$ cat src/rtl/obi_regs_arbiter.sv
// Round-robin OBI arbiter: N_REQ masters share one register slave port, responses routed back by ID FIFO.
// Zero added latency on request and response paths; a stalled address phase is locked until granted.

module obi_regs_arbiter_id_fifo #(
  parameter int DEPTH = 2,
  parameter int W     = 1,
  parameter int CW    = $clog2(DEPTH + 1)
) (
  input  logic          clk_i,
  input  logic          rst_ni,
  input  logic          push_i,
  input  logic [W-1:0]  data_i,
  input  logic          pop_i,
  output logic [W-1:0]  data_o,
  output logic [CW-1:0] cnt_o
);

  localparam int PW = (DEPTH > 1) ? $clog2(DEPTH) : 1;

  logic [W-1:0]  mem_q [DEPTH];
  logic [PW-1:0] wptr_q, wptr_d;
  logic [PW-1:0] rptr_q, rptr_d;
  logic [CW-1:0] cnt_q, cnt_d;

  function automatic logic [PW-1:0] ptr_inc(input logic [PW-1:0] p);
    return (p == PW'(DEPTH - 1)) ? '0 : p + 1'b1;
  endfunction

  always_comb begin
    wptr_d = wptr_q;
    rptr_d = rptr_q;
    cnt_d  = cnt_q;
    if (push_i) wptr_d = ptr_inc(wptr_q);
    if (pop_i)  rptr_d = ptr_inc(rptr_q);
    if (push_i && !pop_i)      cnt_d = cnt_q + 1'b1;
    else if (pop_i && !push_i) cnt_d = cnt_q - 1'b1;
  end

  always_ff @(posedge clk_i or negedge rst_ni) begin
    if (!rst_ni) begin
      wptr_q <= '0;
      rptr_q <= '0;
      cnt_q  <= '0;
    end else begin
      wptr_q <= wptr_d;
      rptr_q <= rptr_d;
      cnt_q  <= cnt_d;
    end
  end

  // Storage needs no reset: emptiness is carried entirely by cnt_q.
  always_ff @(posedge clk_i) begin
    if (push_i) mem_q[wptr_q] <= data_i;
  end

  assign data_o = mem_q[rptr_q];
  assign cnt_o  = cnt_q;

endmodule

module obi_regs_arbiter #(
  parameter int N_REQ   = 2,
  parameter int MAX_OUT = 2
) (
  input  logic                 clk_i,
  input  logic                 rst_ni,
  input  logic [N_REQ-1:0]     req_i,
  input  logic [N_REQ-1:0]     we_i,
  input  logic [N_REQ*4-1:0]   be_i,
  input  logic [N_REQ*32-1:0]  addr_i,
  input  logic [N_REQ*32-1:0]  wdata_i,
  output logic [N_REQ-1:0]     gnt_o,
  output logic [N_REQ-1:0]     rvalid_o,
  output logic [N_REQ*32-1:0]  rdata_o,
  output logic                 m_req_o,
  output logic                 m_we_o,
  output logic [3:0]           m_be_o,
  output logic [31:0]          m_addr_o,
  output logic [31:0]          m_wdata_o,
  input  logic                 m_gnt_i,
  input  logic                 m_rvalid_i,
  input  logic [31:0]          m_rdata_i,
  output logic                 err_o
);

  localparam int IDW = (N_REQ > 1) ? $clog2(N_REQ) : 1;
  localparam int CW  = $clog2(MAX_OUT + 1);

  logic [N_REQ-1:0][3:0]  be_a;
  logic [N_REQ-1:0][31:0] addr_a;
  logic [N_REQ-1:0][31:0] wdata_a;
  logic [N_REQ-1:0][31:0] rdata_a;

  assign be_a    = be_i;
  assign addr_a  = addr_i;
  assign wdata_a = wdata_i;
  assign rdata_o = rdata_a;

  logic [IDW-1:0] ptr_q, ptr_d;
  logic [IDW-1:0] lsel_q, lsel_d;
  logic           lock_q, lock_d;
  logic           err_q, err_d;

  logic [IDW-1:0] sel_scan, sel, head;
  logic [CW-1:0]  cnt;
  logic           any, m_req, hs, pop, spurious, lock_drop;

  // First asserted request at or after ptr_q, wrapping around.
  always_comb begin
    logic [IDW:0] idx;
    logic         found;
    sel_scan = ptr_q;
    found    = 1'b0;
    for (int i = 0; i < N_REQ; i++) begin
      idx = {1'b0, ptr_q} + (IDW+1)'(i);
      if (idx >= (IDW+1)'(N_REQ)) idx = idx - (IDW+1)'(N_REQ);
      if (!found && req_i[idx[IDW-1:0]]) begin
        found    = 1'b1;
        sel_scan = idx[IDW-1:0];
      end
    end
  end

  assign sel       = lock_q ? lsel_q : sel_scan;
  assign any       = |req_i;
  assign lock_drop = lock_q & ~req_i[lsel_q];

  // Outputs are held low combinationally while reset is asserted.
  assign m_req    = rst_ni & any & (cnt < CW'(MAX_OUT));
  assign hs       = m_req & m_gnt_i;
  assign pop      = rst_ni & m_rvalid_i & (cnt != '0);
  assign spurious = m_rvalid_i & (cnt == '0);

  assign m_req_o   = m_req;
  assign m_we_o    = m_req & we_i[sel];
  assign m_be_o    = m_req ? be_a[sel]    : '0;
  assign m_addr_o  = m_req ? addr_a[sel]  : '0;
  assign m_wdata_o = m_req ? wdata_a[sel] : '0;

  always_comb begin
    gnt_o    = '0;
    rvalid_o = '0;
    if (hs)  gnt_o[sel]     = 1'b1;
    if (pop) rvalid_o[head] = 1'b1;
    for (int i = 0; i < N_REQ; i++) begin
      rdata_a[i] = rvalid_o[i] ? m_rdata_i : '0;
    end
  end

  obi_regs_arbiter_id_fifo #(
    .DEPTH (MAX_OUT),
    .W     (IDW),
    .CW    (CW)
  ) u_id_fifo (
    .clk_i  (clk_i),
    .rst_ni (rst_ni),
    .push_i (hs),
    .data_i (sel),
    .pop_i  (pop),
    .data_o (head),
    .cnt_o  (cnt)
  );

  // A dropped locked request is a protocol violation: unlock and flag it.
  always_comb begin
    ptr_d  = ptr_q;
    lsel_d = lsel_q;
    lock_d = lock_q;
    err_d  = err_q | spurious;
    if (lock_drop) begin
      lock_d = 1'b0;
      err_d  = 1'b1;
    end else if (hs) begin
      lock_d = 1'b0;
    end else if (m_req) begin
      lock_d = 1'b1;
      lsel_d = sel;
    end
    if (hs) ptr_d = (sel == IDW'(N_REQ - 1)) ? '0 : sel + 1'b1;
  end

  always_ff @(posedge clk_i or negedge rst_ni) begin
    if (!rst_ni) begin
      ptr_q  <= '0;
      lsel_q <= '0;
      lock_q <= 1'b0;
      err_q  <= 1'b0;
    end else begin
      ptr_q  <= ptr_d;
      lsel_q <= lsel_d;
      lock_q <= lock_d;
      err_q  <= err_d;
    end
  end

  assign err_o = err_q;

endmodule

$ cat config.mk
export PLATFORM = sky130hd
export DESIGN_NAME = obi_regs_arbiter
export DESIGN_NICKNAME = d
export VERILOG_FILES = /design/src/rtl/obi_regs_arbiter.sv
export SDC_FILE = /design/constraint.sdc
export NUM_CORES = 1
export LEC_CHECK = 0
export CAP_MARGIN = 20
export CORE_AREA = 2 2 121 123
export DETAILED_ROUTE_END_ITERATION = 12
export DIE_AREA = 0 0 123 125
export HOLD_SLACK_MARGIN = 0.05
export SETUP_SLACK_MARGIN = 0.05
export SLEW_MARGIN = 20
export SYNTH_ARGS = -nofsm -noshare
export SYNTH_HDL_FRONTEND = slang
export SYNTH_SLANG_ARGS = --single-unit
export TNS_END_PERCENT = 50
$ cat constraint.sdc
create_clock -name clk_i -period 4.49 [get_ports clk_i]
set_clock_uncertainty 0.15 [all_clocks]
set_input_delay 0.898 -clock clk_i [delete_from_list [all_inputs] [get_ports clk_i]]
set_output_delay 0.898 -clock clk_i [all_outputs]
set_load 0.01 [all_outputs]
# Word-level counts from Yosys, hierarchy flattened
# Memories as Yosys holds them, arrays and structs flattened.
# Index checks and enable logic that the tools add are counted.
# W data, S select, Z words.
[op_classes]
mux = 42
n_reduce_logical = 14
bitwise_logic = 12
add_sub_neg = 8
n_lt_le_gt_ge = 10
[ops]
columns = ["cell", "count"]
rows = [
  ["$mux W32", 8],
  ["$mux W1", 25],
  ["$mux W4", 3],
  ["$lt A1 B2 Y1 const B", 5],
  ["$and A1 B1 Y1", 8],
  ["$mux W2", 4],
  ["$logic_and A1 B1 Y1", 5],
  ["$reduce_bool A2 Y1", 2],
  ["$add A1 B1 Y1 const B", 3],
  ["$logic_not A1 Y1", 3],
  ["$not A1 Y1", 3],
  ["$reduce_and A3 Y1", 1],
  ["$reduce_bool A3 Y1", 1],
  ["$add A1 B1 Y2 const B", 1],
  ["$add A2 B1 Y2 const B", 1],
  ["$demux W1 S1", 2],
  ["$ge A1 B1 Y1 const B", 2],
  ["$ge A1 B2 Y1 const B", 1],
  ["$ge A2 B2 Y1 const B", 1],
  ["$logic_not A2 Y1", 1],
  ["$lt A2 B2 Y1 const B", 1],
  ["$reduce_or A2 Y1", 1],
  ["$sub A1 B1 Y1 const B", 2],
  ["$sub A2 B1 Y2 const B", 1],
  ["$or A1 B1 Y1", 1],
]
[word_totals]
register_bits = 8
word_cells = 94
output_inout_bits = 139
inputBits = 176
memories = 1
ram_bits = 2
[memory_table]
columns = ["name", "words", "width", "rd", "rd_ports_with_merged_regs", "wr", "line_no", "source"]
rows = [
  ["u_id_fifo.mem_q", 2, 1, 1, 0, 1, "20", "logic [W-1:0] mem_q [DEPTH];"],
]

# Logic depth before layout (Yosys ltp)
[depth]
word_depth = 14
ltp_mapped = 7
depth_no_buf = 7

# Cells and area by module
# From an unflattened synthesis, not the netlist that was laid out.
[unflattened]
hier_cells = 365
area_unflattened_um2 = 3244.4
[by_module_without_submodules]
columns = ["mod", "n_inst", "cells_each", "area_per_inst_um2", "seq_area_each_um2"]
rows = [
  ["obi_regs_arbiter", 1, 348, 2996.6, 100.1],
  ["obi_regs_arbiter_id_fifo", 1, 17, 247.7, 160.2],
]

# Least setup slack after synthesis
# No wires, ideal clock.
[synth_timing]
path_kind = "input to output"
startpoint = "input port req_i[1]"
endpoint = "output port m_wdata_o[21]"
slack_ns = 1.561
t_arrival_ns = 1.881
cell_stages = 6
n_path_buf = 2
t_required_ns = 3.442
path_cell_list = "nor2b_1 -> o211ai_2 -> buf_2 -> buf_2 -> nand4_1 -> o21ai_1"
[synth_via]
elab_chain_cells = 10
[synth_rtl]
columns = ["item", "line_no", "source"]
rows = [
  ["start: declaration", "67", "input logic [N_REQ-1:0] req_i,"],
  ["$mux W1 (implied by the code) (2 in a row)", "117", "if (!found && req_i[idx[IDW-1:0]]) begin"],
  ["$mux W1", "117", ""],
  ["$logic_not A1 Y1", "117", ""],
  ["$logic_and A1 B1 Y1", "117", ""],
  ["$mux W1", "117", ""],
  ["$mux W1", "124", "assign sel = lock_q ? lsel_q : sel_scan;"],
  ["$mux W32 (implied by the code) (2 in a row)", "138", "assign m_wdata_o = m_req ? wdata_a[sel] : '0;"],
  ["$mux W32 *", "138", ""],
  ["end: declaration", "79", "output logic [31:0] m_wdata_o,"],
]
# Every way passes the cells marked *; elsewhere a longest branch is shown, timed or not. The select of a mux whose other input is x is not followed.

# Worst setup path in the final report
[layout_timing]
startpoint = "input port req_i[1]"
endpoint = "output port m_addr_o[19]"
[layout_via]
elab_chain_cells = 10
[layout_rtl]
columns = ["item", "line_no", "source"]
rows = [
  ["$mux W1 (implied by the code) (2 in a row)", "117", ""],
  ["$mux W1", "117", ""],
  ["$logic_not A1 Y1", "117", ""],
  ["$logic_and A1 B1 Y1", "117", ""],
  ["$mux W1", "117", ""],
  ["$mux W1", "124", ""],
  ["$mux W32 (implied by the code) (2 in a row)", "137", "assign m_addr_o = m_req ? addr_a[sel] : '0;"],
  ["$mux W32 *", "137", ""],
  ["end: declaration", "78", "output logic [31:0] m_addr_o,"],
]
# Marks and branches as above.

==> impl_metrics.tcl <==
set metrics [dict create \
    vias 4012 \
    antenna_cells 0 \
    period_needed_ps 4106 \
    start_util_pct 14.80 \
    peakVddDrop_mv 0.2757 \
    grt_pass1_wl_mm 19.42 \
    rows 44 \
    setup.worst_path.start "req_i[1]" \
    drv_slew 0 \
    crit_path_max_incr_delay_ps 580 \
    cts_buffers 3 \
    ys_top_cells_by_count "nand2_1 (104), nor2_1 (73), o21ai_1 (71), nand4_1 (69), clkbuf_1 (32)" \
    dp_hpwl_mm 10.42 \
    viasPerCell 4.627 \
    port_buffers 314 \
    routedWlPerCell_microns 15.18 \
    path_max_fanout 61 \
    period_share_pct 91.44 \
    place_area_sq_um 5460 \
    cp.depth 7 \
    nets 862 \
    cp_common_cell "clkdlybuf4s50_1" \
    crit_buf_inv 3 \
    cts_tree "built" \
    worstRegToRegCells 5 \
    postRouteAntennaNets 0 \
    crit_slowest_cell "clkdlybuf4s50_1" \
    antenna_found_initial 0 \
    rsz0062_at_grt "no" \
    power_density_nw_per_um2 316.1 \
    hold_class "reg2reg" \
    worst_pin_slew_ps 755.7 \
    cts-hold-fix-buffers 0 \
    worstPathRequired_ps 3440 \
    firstDrtPassIters 4 \
    cp-start-kind "input pin" \
    r2r_slack_ps 2500 \
    synth_area_sq_um 2102 \
    fp.dieH_microns 125 \
    holdPathStages 1 \
    cp_data_arrival_time_ps 3060 \
    die_w_microns 123 \
    final_layout_size_suffix_gt1_share_pct 3.953 \
    r2r-start "u_id_fifo.cnt_o[1]" \
    grt_pass1_vias 3962 \
    ys_types 27 \
    fin_area_sq_um 5535 \
    ys_seq_elements 10 \
    postSynthCellCount 399 \
    fill_cells 1461 \
    clock_latency_ps 230 \
    htree_levels 1 \
    critPathKind "in2out" \
    drt_wl_total_mm 13.16 \
    synth_area_leaders "nand4_1 (21%), nand2_1 (19%), o21ai_1 (17%)" \
    hold_viol 0 \
    utilization_pct 38.97 \
    clockBufferDepth 2 \
    synth-seq-area-share_pct 12.38 \
    ys_async_sr_fraction_pct 80.00 \
    drc 0 \
    cp_cell_sequence "clkdlybuf4s50_1, nor2b_1, o211ai_4, and2_2, buf_12, o21ai_1, clkdlybuf4s50_1" \
    critical_path.top_delay_family "buffers and inverters" \
    yosys_warnings 0 \
    core_area_sq_um 14200 \
    path_clk_slew_ps 40 \
    cts_resized 0 \
    fin_setup_tns_ps 0 \
    setup_viol 0 \
    area.growth.synth_to_final_pct 163.3 \
    dieArea_sq_um 15380 \
    syn-num-nets 576 \
    yosysTopAreaCell "nand4_1" \
    worstSetupEndpoint "m_addr_o[19]" \
    cts.sink_count 10 \
    io_pins 315 \
    maxCapViolations 0 \
    setup_slack_ps 384.4 \
    synth-edff-count 2 \
    grt_usage_pct 15.56 \
    yosysMostFrequentCell "nand2_1" \
    gp_congestion 0.8886 \
    max_freq_mhz 243.6 \
    status "completed" \
    place_inst 864 \
    fin_cells 867 \
    synth_top_area_share_pct 20.54 \
    postCtsSetupRepairBufs 0 \
    post-place-ws_ps 367.6 \
    syn-mean-instance-area_sq_um 5.268 \
    grt_overflow 0 \
    leakage_nw 1.894 \
    grt_start_max_net_pins 70 \
    first_iter_violations 113 \
    synth_ff_type "dfrtp_1" \
    r2r_end "lsel_q" \
    root_buffer "clkbuf_16" \
    end_kind "primary output" \
    max-slew-margin-rel_pct 49.62 \
]
[cell type report]
class	instances	area, sq um	area share (%)
Timing Repair Buffer	328	3298	59.58
Multi-Input combinational cell	337	1653	29.86
Sequential cell	10	260.3	4.702
Tap cell	184	230.2	4.159
Clock buffer	3	75.07	1.356
Inverter	5	18.77	0.3391
[cell families (layout without fill, tap and decap cells)]
family          Yosys count  in the layout  synth area share [%]
simple gates            252            252                 53.99
compound gates           76             76                 19.17
buf+inv                  52            336                 10.24
flops                    10             10                 12.38
xor+xnor                  5              5                 2.083
mux                       3              3                 1.548
fa+ha+maj                 1              1                0.5951
[placed cells by master, fill, tap and decap left out]
cell type	count
nor2b_1	2
ha_1	1
and2_2	1
nand2b_1	1
inv_2	2
clkbuf_16	3
nand2_2	1
nand4_1	69
buf_12	4
nor2_2	1
nor3b_1	1
edfxtp_1	2
and3_1	1
o211ai_4	1
mux2_2	2
o2111ai_1	1
nand2_1	103
dfrtp_1	8
a211o_1	1
nor2_1	72
buf_4	10
xor2_1	1
inv_1	3
a211oi_1	1
o211a_4	1
o21ai_1	71
clkdlybuf4s50_1	314
xnor2_1	4
mux2i_2	1
[flip-flops by register name, summed over array words and instances, names as in the netlist]
register and cells:
u_id_fifo.cnt_o 2, lock_q 1, ptr_q 1, u_id_fifo.mem_q 2, u_id_fifo.rptr_q 1, err_o 1
lsel_q 1, u_id_fifo.wptr_q 1
[through the flow]
stage               total power, mW  hold WS [ps]
floorplan                    0.8660         310.8
global placement              1.588         298.9
detailed placement            1.612         318.8
CTS                           1.770         329.1
global route                  1.876         338.6
finish                        1.750         325.7
[report_power, final]
group / total [mW] / switching [mW] / internal, mW
logic: 1.44 / 0.769 / 0.667
registers: 0.166 / 0.0353 / 0.131
clock network: 0.149 / 0.0340 / 0.115
total: 1.75 / 0.838 / 0.912
[worst reg2reg max path, delay by kind of cell, from the launching register on]
family | cells | cell delay [ps]
flip-flops | 1 | 370
buffers and inverters | 2 | 380
AND/OR/NAND/NOR | 1 | 220
AO/OA/AOI/OAI | 1 | 400
multiplexers | 1 | 360
[worst min-delay path by stage]
stage / startpoint / to / slack, ps
after detailed placement: err_o / err_o / 320
after global routing: err_o / err_o / 340
after floorplan: u_id_fifo.wptr_q / u_id_fifo.wptr_q / 310
final: err_o / err_o / 330
after global placement: err_o / err_o / 300
after CTS: err_o / err_o / 330
[per-layer routing]
metal  vias to the layer above  routed length [microns]  global-route usage, %
met5                         -                        0                      0
met4                         0                      307                  4.211
met3                        22                     1298                  4.288
met2                       225                     6634                  29.61
met1                      1814                     4919                  16.46
li1                       1951                        -                      -
Note: power is estimated with default switching activity, not from simulation.
